<file path="src/rtl/oka_pkg.sv">
// Shared types and helpers for the GF(2) Karatsuba recombination stage.
// The spread helper works on a fixed maximum width; callers zero-extend and truncate.
package oka_pkg;

  typedef enum logic {
    OKA_OVERLAP = 1'b0,
    OKA_CLASSIC = 1'b1
  } oka_mode_e;

  // Largest operand width the spread helper covers.
  localparam int OKA_MAX_N = 512;

  // Places x[i] at bit 2i, leaving every odd bit zero.
  function automatic logic [2*OKA_MAX_N-1:0] oka_spread(input logic [OKA_MAX_N-1:0] x);
    logic [2*OKA_MAX_N-1:0] y;
    y = '0;
    for (int i = 0; i < OKA_MAX_N; i++) begin
      y[2*i] = x[i];
    end
    return y;
  endfunction

endpackage

</file>
<file path="src/rtl/oka_combine_core.sv">
// Combinational recombination of four partial products into one 2N-1 bit product.
// Zero latency; no flow control of its own.
module oka_combine_core
  import oka_pkg::*;
#(
  parameter int N = 64
) (
  input  logic [N-2:0]   p1,
  input  logic [N-2:0]   p2,
  input  logic [N-2:0]   p3,
  input  logic [N-2:0]   p4,
  input  oka_mode_e      mode,
  output logic [2*N-2:0] c
);

  localparam int W = 2*N - 1;
  localparam int M = OKA_MAX_N;

  logic [M-1:0]   x1, x23, x4;
  logic [2*M-1:0] s1, s23, s4;
  logic [W-1:0]   ovl, cls, l_w, m_w, h_w;
  logic           unused_hi;

  assign x1  = {{(M-N+1){1'b0}}, p1};
  assign x23 = {{(M-N+1){1'b0}}, p2 ^ p3};
  assign x4  = {{(M-N+1){1'b0}}, p4};

  assign s1  = oka_spread(x1);
  assign s23 = oka_spread(x23);
  assign s4  = oka_spread(x4);

  // Even bits carry p1 and the shifted p4, odd bits carry p2^p3.
  assign ovl = s1[W-1:0] ^ {s23[W-2:0], 1'b0} ^ {s4[W-3:0], 2'b00};

  // Classic: p1=L, p2=M, p4=H; p3 takes no part.
  assign l_w = {{N{1'b0}}, p1};
  assign m_w = {{N{1'b0}}, p1 ^ p2 ^ p4} << (N/2);
  assign h_w = {{N{1'b0}}, p4} << N;
  assign cls = l_w ^ m_w ^ h_w;

  assign c = (mode == OKA_CLASSIC) ? cls : ovl;

  // High spread bits are always zero for in-range inputs.
  assign unused_hi = ^{s1[2*M-1:W], s23[2*M-1:W-1], s4[2*M-1:W-2]};

endmodule

</file>
<file path="src/rtl/oka_overlap_accum.sv">
// Two-stage recombine + XOR-accumulate; last beat accepted at edge t is out_valid after t+1.
// Only a pending last beat facing a blocked output stalls; in_ready = !v1 | !stall2.
module oka_overlap_accum
  import oka_pkg::*;
#(
  parameter int N      = 64,
  parameter int BEAT_W = 8
) (
  input  logic              clk,
  input  logic              rst_n,
  input  logic              in_valid,
  output logic              in_ready,
  input  logic              in_mode,
  input  logic              in_last,
  input  logic [N-2:0]      p1,
  input  logic [N-2:0]      p2,
  input  logic [N-2:0]      p3,
  input  logic [N-2:0]      p4,
  output logic              out_valid,
  input  logic              out_ready,
  output logic [2*N-2:0]    out_data,
  output logic [BEAT_W-1:0] out_beats
);

  localparam int W = 2*N - 1;

  oka_mode_e         mode;
  logic [W-1:0]      c, c_q, acc, r;
  logic              v1, last_q, open;
  logic [BEAT_W-1:0] beats, base, cnt;
  logic              stall2, adv;

  assign mode = oka_mode_e'(in_mode);

  oka_combine_core #(.N(N)) u_core (
    .p1   (p1),
    .p2   (p2),
    .p3   (p3),
    .p4   (p4),
    .mode (mode),
    .c    (c)
  );

  assign stall2   = last_q & out_valid & ~out_ready;
  assign in_ready = ~v1 | ~stall2;
  assign adv      = v1 & ~stall2;

  assign r    = (open ? acc : '0) ^ c_q;
  assign base = open ? beats : '0;
  assign cnt  = (&base) ? base : base + 1'b1;

  // S1: combined beat register
  always_ff @(posedge clk or negedge rst_n) begin
    if (!rst_n) begin
      v1     <= 1'b0;
      c_q    <= '0;
      last_q <= 1'b0;
    end else if (in_ready) begin
      v1 <= in_valid;
      if (in_valid) begin
        c_q    <= c;
        last_q <= in_last;
      end
    end
  end

  // S2: accumulator and output register
  always_ff @(posedge clk or negedge rst_n) begin
    if (!rst_n) begin
      acc       <= '0;
      beats     <= '0;
      open      <= 1'b0;
      out_valid <= 1'b0;
      out_data  <= '0;
      out_beats <= '0;
    end else begin
      if (adv && last_q) begin
        out_data  <= r;
        out_beats <= cnt;
        out_valid <= 1'b1;
        open      <= 1'b0;
        acc       <= '0;
      end else begin
        if (adv) begin
          acc   <= r;
          beats <= cnt;
          open  <= 1'b1;
        end
        if (out_valid && out_ready) begin
          out_valid <= 1'b0;
        end
      end
    end
  end

endmodule

</file>
<file path="config.mk">
export PLATFORM = sky130hd
export DESIGN_NAME = oka_overlap_accum
export DESIGN_NICKNAME = d
export VERILOG_FILES = /design/src/rtl/oka_pkg.sv /design/src/rtl/oka_combine_core.sv /design/src/rtl/oka_overlap_accum.sv
export SDC_FILE = /design/constraint.sdc
export NUM_CORES = 1
export LEC_CHECK = 0
export CORE_ASPECT_RATIO = 0.75
export CORE_UTILIZATION = 54
export DETAILED_ROUTE_END_ITERATION = 16
export PLACE_DENSITY = 0.79
export SYNTH_ARGS = -nofsm -noshare
export SYNTH_HDL_FRONTEND = slang
export SYNTH_SLANG_ARGS = --single-unit
</file>
<file path="constraint.sdc">
create_clock -name clk -period 2 [get_ports clk]
set_clock_uncertainty 0.05 [all_clocks]
set_input_delay 0.3 -clock clk [delete_from_list [all_inputs] [get_ports clk]]
set_output_delay 0.3 -clock clk [all_outputs]
set_load 0.02 [all_outputs]
</file>
---- Word-level counts from Yosys, hierarchy flattened ----
Index checks and enable logic that the tools add are counted.
Widths: inputs -> output; s select.
operators by class
  add/sub/neg operators ................... 1
  multiply operators ...................... 0
  div/mod/pow operators ................... 0
  order comparisons ....................... 0
  equality and inequality tests ........... 0
  shifts and indexed selects .............. 0
  muxes and demuxes ....................... 10
  bitwise logic cells ..................... 16
  reduce and logical (&&, ||, !) cells .... 7
operators by type and width
  operator             number
  $mux 127             4
  $xor 127x127->127    2
  $xor 63x63->63       3
  $xor 95x127->127     1
  $xor 125x126->126    1
  $xor 63x95->95       1
  $mux 8               2
  $add 8x1->8 const B  1
  $reduce_and 8->1     1
  $mux 1               4
  $not 1->1            4
  $reduce_and 2->1     2
  $reduce_bool 2->1    2
  $and 1x1->1          3
  $logic_and 1x1->1    2
  $or 1x1->1           1
storage, ports and cells
  register bits after elaboration ......... 401
  latch bits .............................. 0
  bits in writable memories ............... 0
  memory bits (read-only) ................. 0
  input port bits ......................... 258
  output and inout bits ................... 137
  word-level logic and storage cells ...... 43
  memories ................................ 0

---- Depth between registers and ports, before layout ----
  depth after elaboration ................. 7
  mapped depth ............................ 8
  depth with buffers taken out ............ 4

---- Hierarchy ----
Synthesis repeated with hierarchy kept, for this count alone.
second synthesis, totals
  cell total of the unflattened synthesis .. 2422
  area, all modules ....................... 23443.7 sq um
by module, submodules not included
  module             times used  cells each  area an instance (sq um)  sequential area each (sq um)
  oka_overlap_accum  1           1866        19730.2                   10034.6
  oka_combine_core   1           556         3713.6                    0.0

---- Worst setup path before layout ----
Ideal clock, no wire load.
  path type ............................... register to register
  start point ............................. register out_valid
  end point ............................... register c_q[0]
  library setup time ...................... 125 ps
  arrival time ............................ 1452 ps
  required time ........................... 1825 ps
  setup slack ............................. 373 ps
  stages on the path, launching flop included .. 6
  path buffers ............................ 2
  period minus slack after synthesis ...... 1627 ps
  cells stage by stage .................... dfrtp_1 nand4b_4 nand2_4 buf_6 buf_8 mux2_2
between the ends
  word-level cells in the longest chain between the ends .. 5
RTL lines
  element                            line                     text
  from (decl)                        oka_overlap_accum.sv:19  output logic out_valid,
  from (signal assigned)             oka_overlap_accum.sv:73  out_valid <= 1'b0;
  from (signal assigned)             oka_overlap_accum.sv:80  out_valid <= 1'b1;
  from (signal assigned)             oka_overlap_accum.sv:90  out_valid <= 1'b0;
  $and 1x1->1 (2 in a row)           oka_overlap_accum.sv:44  assign stall2 = last_q & out_valid & ~out_ready;
  $not 1->1                          oka_overlap_accum.sv:45  assign in_ready = ~v1 | ~stall2;
  $or 1x1->1                         oka_overlap_accum.sv:45
  net in_ready                       oka_overlap_accum.sv:12  output logic in_ready,
  $reduce_and 2->1 (no source line)  n/a
  to (signal assigned)               oka_overlap_accum.sv:56  c_q <= '0;
  to (signal assigned)               oka_overlap_accum.sv:61  c_q <= c;
  to (decl)                          oka_overlap_accum.sv:28  logic [W-1:0] c, c_q, acc, r;
The timed path passes the listed nets, and every way through them passes these cells.
A chain may end at the register's enable or synchronous reset.

---- Final worst setup path ----
  start point ............................. register out_data[14]
  end point ............................... output out_data[14]
RTL lines
  element                 line                     text
  from (decl)             oka_overlap_accum.sv:21  output logic [2*N-2:0] out_data,
  from (signal assigned)  oka_overlap_accum.sv:78  out_data <= r;
No word-level cell between the ends.

==> impl_metrics.yaml <==
run_status:
  status: "finished clean"
critical_path:
  endpoint: "out_data[14]"
  slowest_stage: "clkdlybuf4s50_1"
  reg2regPathDepth: 5
  path_buf_inv: 1
  cp_top_family: "buffers and inverters"
  startpoint: "out_data[14]"
  crit_type: "register to output port"
  cp.required_ps: 1650
  end_kind: "output port"
  reg2reg_from: "open"
  slowest_delay_ps: 630
  r2r_slack_ps: 190
  critPathMaxFanout: 2
  cp.depth: 1
  path_cells: "clkdlybuf4s50_1"
  r2r_end: "out_data[84]"
  cp-start-kind: "register"
  cp_data_arrival_time_ps: 1630
worst_hold_path:
  worstHoldPathType: "primary input to register"
placed_design:
  portBuffers: 394
  dpl.cell_count: 3633
  dp_hpwl_um: 60000
  globalplace.congestion: 0.995
yosys:
  ys_ff_latch: 401
  netlist_instances: 2693
  async_flop_share_pct: 100
  avgSynthCellArea_um2: 8.43
  synthesis.area_um2: 22700
  syn-num-nets: 2951
  synthFlopType: "dfrtp_1"
  ys.warnings.count: 0
  ys_types: 39
  synth_edf_count: 0
  yosysSeqAreaShare_pct: 44.2
clocking:
  path_clk_slew_ps: 70
  cts_sinks: 401
  cts_tree: "done"
  cts_setup_buffers: 0
  clockBufferDepth: 3
  numCtsBuffers: 41
  clk_latency_ps: 560
  cts_root_buf: "clkbuf_16"
  htreeDepth: 2
cells_and_area:
  nFillCells: 3134
  nets: 3374
  layout-drive-gt1-share_pct: 7.12
  final_cells: 3719
  syn2layout_area_growth_pct: 29.1
pwr:
  leakage_nw: 12.5
  clock_power_share_pct: 22.2
  sw_frac_of_total_pct: 38.8
  ir_worst_vdd_uv: 824
  internal-power_mw: 21.0
  power_density_nw_per_um2: 1170
  power.share.sequential_pct: 39.3
  p_comb_share_pct: 38.5
  p_switching_mw: 13.3
timing:
  tightest_slew_ps: 615
  finalCritPeriodShare_pct: 98.9
  finalHoldViolCount: 0
  setup_viol: 0
  slew_violations: 0
  grt_setup_unrepaired: "false"
  timing.fmax_mhz: 506
  relSlewSlack_pct: 59.0
  tns_ps: 0
  final.min_clock_period_ps: 1980
floorplanning:
  std_cell_rows: 64
  die_w_um: 239
  die_h_um: 180
  ioPinCount: 395
  dieArea_um2: 42900
  start_util_pct: 55.2
  core-area_um2: 41100
route:
  first_pass_iters: 6
  wirelength_um: 79800
  ant_nets: 0
  wl_per_cell_um: 21.4
  drt-initial-drc-count: 1969
  viasPerCell: 5.60
  drc: 0
  vias: 20800
flow_run:
  drv_cap: 0
grt:
  overflow: 0
  grt_pass1_vias: 20200
  grt_max_degree: 128
  grt_pass1_wl_um: 121000
  grt_use_total_pct: 37.1
  antenna_found_initial: 11
-- kinds of logic after synthesis --
| kind of cell | Yosys count | synth area share (%) |
|---|---|---|
| simple gates | 925 | 15.7 |
| buf+inv | 165 | 4.35 |
| xor+xnor | 533 | 20.7 |
| flops | 401 | 44.2 |
| mux | 5 | 0.237 |
| compound gates | 664 | 14.8 |
-- cells in the mapped netlist, types with 2 or more instances --
cell type,number,share of area (%)
buf_2,67,1.5
o31ai_1,2,0.066
buf_1,2,0.033
mux2i_1,2,0.088
clkbuf_2,5,0.11
nand2_1,646,11
nor2b_1,2,0.055
xor2_1,316,12
nor2_1,258,4.3
a31oi_1,5,0.14
mux2_2,3,0.15
o21ai_1,63,1.4
xnor2_1,215,8.3
nand2b_1,2,0.055
dfrtp_1,401,44
nand3_1,2,0.044
nand4_1,2,0.055
a21oi_1,260,5.7
o21ai_0,324,7.1
buf_4,19,0.63
inv_1,2,0.033
xor3_1,2,0.21
a211oi_1,3,0.099
and3_1,5,0.14
buf_6,26,1.3
a311oi_1,3,0.12
a21o_1,2,0.066
clkbuf_1,43,0.71
-- cell usage in the layout (no fill, tap or decap), types with 12 or more instances in the layout --
cell             instances
o21ai_0                324
clkbuf_16               41
diode_2                 12
clkdlybuf4s50_1        389
o21ai_1                 62
buf_12                  36
xor2_1                 316
a21oi_1                260
xnor2_1                215
buf_4                  112
nor2_1                 258
nand2_1                646
dfrtp_1                398
-- cell type report --
type | instances | area [um^2] | area share [%]
Clock inverter | 14 | 115 | 0.393
Clock buffer | 59 | 1170 | 4.01
Inverter | 2 | 7.51 | 0.0256
Timing Repair Buffer | 543 | 5530 | 18.9
Tap cell | 561 | 702 | 2.40
Antenna cell | 12 | 30.0 | 0.102
Sequential cell | 401 | 10000 | 34.3
Multi-Input combinational cell | 2127 | 11700 | 39.9
-- sequential cells by signal, summed over array words and instances (netlist names) --
signal,cells
v1,1
beats,8
last_q,1
out_data,127
c_q,127
out_valid,1
open,1
out_beats,8
acc,127
-- worst min path at each step --
| stage | start | end | slack (ps) | cells past startpoint |
|---|---|---|---|---|
| 3_5_place_dp | rst_n | out_data[99] | 240 | 1 |
| 2_1_floorplan | rst_n | acc[0] | -50 | 0 |
| 6_report | in_mode | c_q[55] | 200 | 3 |
| 5_1_grt | in_mode | c_q[53] | 210 | 3 |
| 3_3_place_gp | rst_n | out_data[99] | 230 | 1 |
| 4_1_cts | in_mode | c_q[55] | 190 | 3 |
-- power by group through the flow --
stage | clock network (mW) | registers (mW) | logic (mW)
floorplan | 0 | 14.5 | 5.84
global placement | 0 | 13.3 | 12.6
detailed placement | 0 | 13.6 | 13.1
CTS | 7.65 | 13.5 | 13.2
global route | 7.99 | 13.9 | 14.3
finish | 7.62 | 13.5 | 13.2
-- through the flow --
step | worst slack [ps] | util (%) | instance area (um^2) | hold slack (ps) | total power, mW
after floorplan | 373 | - | 22700 | -45.6 | 20.3
after global placement | 48.3 | 68.1 | 28000 | 234 | 26.0
after detailed placement | 41.3 | 68.1 | 28000 | 240 | 26.7
after CTS | 28.3 | 71.2 | 29300 | 187 | 34.3
after global routing | 13.3 | 71.3 | 29300 | 209 | 36.2
final | 22.9 | 71.3 | 29300 | 198 | 34.3
-- routing by layer --
metal  routed length [um]  share of wire, %  track usage, %  vias to the layer above
met5                    0                 0               0                        -
met3                 6270               7.9            5.53                      208
met4                 4460               5.6            18.3                        0
li1                     -                 -               -                     9609
met2                37300                47            59.2                      953
met1                31800                40            49.6                    10100
-- timing repair --
item                       in CTS  in global routing
setup endpoints to repair       1                  2
gates resized for setup         1                  2
gates cloned                    0                  0
hold buffers                    1                  0
hold endpoints to repair       40                  0
No activity file was read; power rests on OpenSTA's default activity.
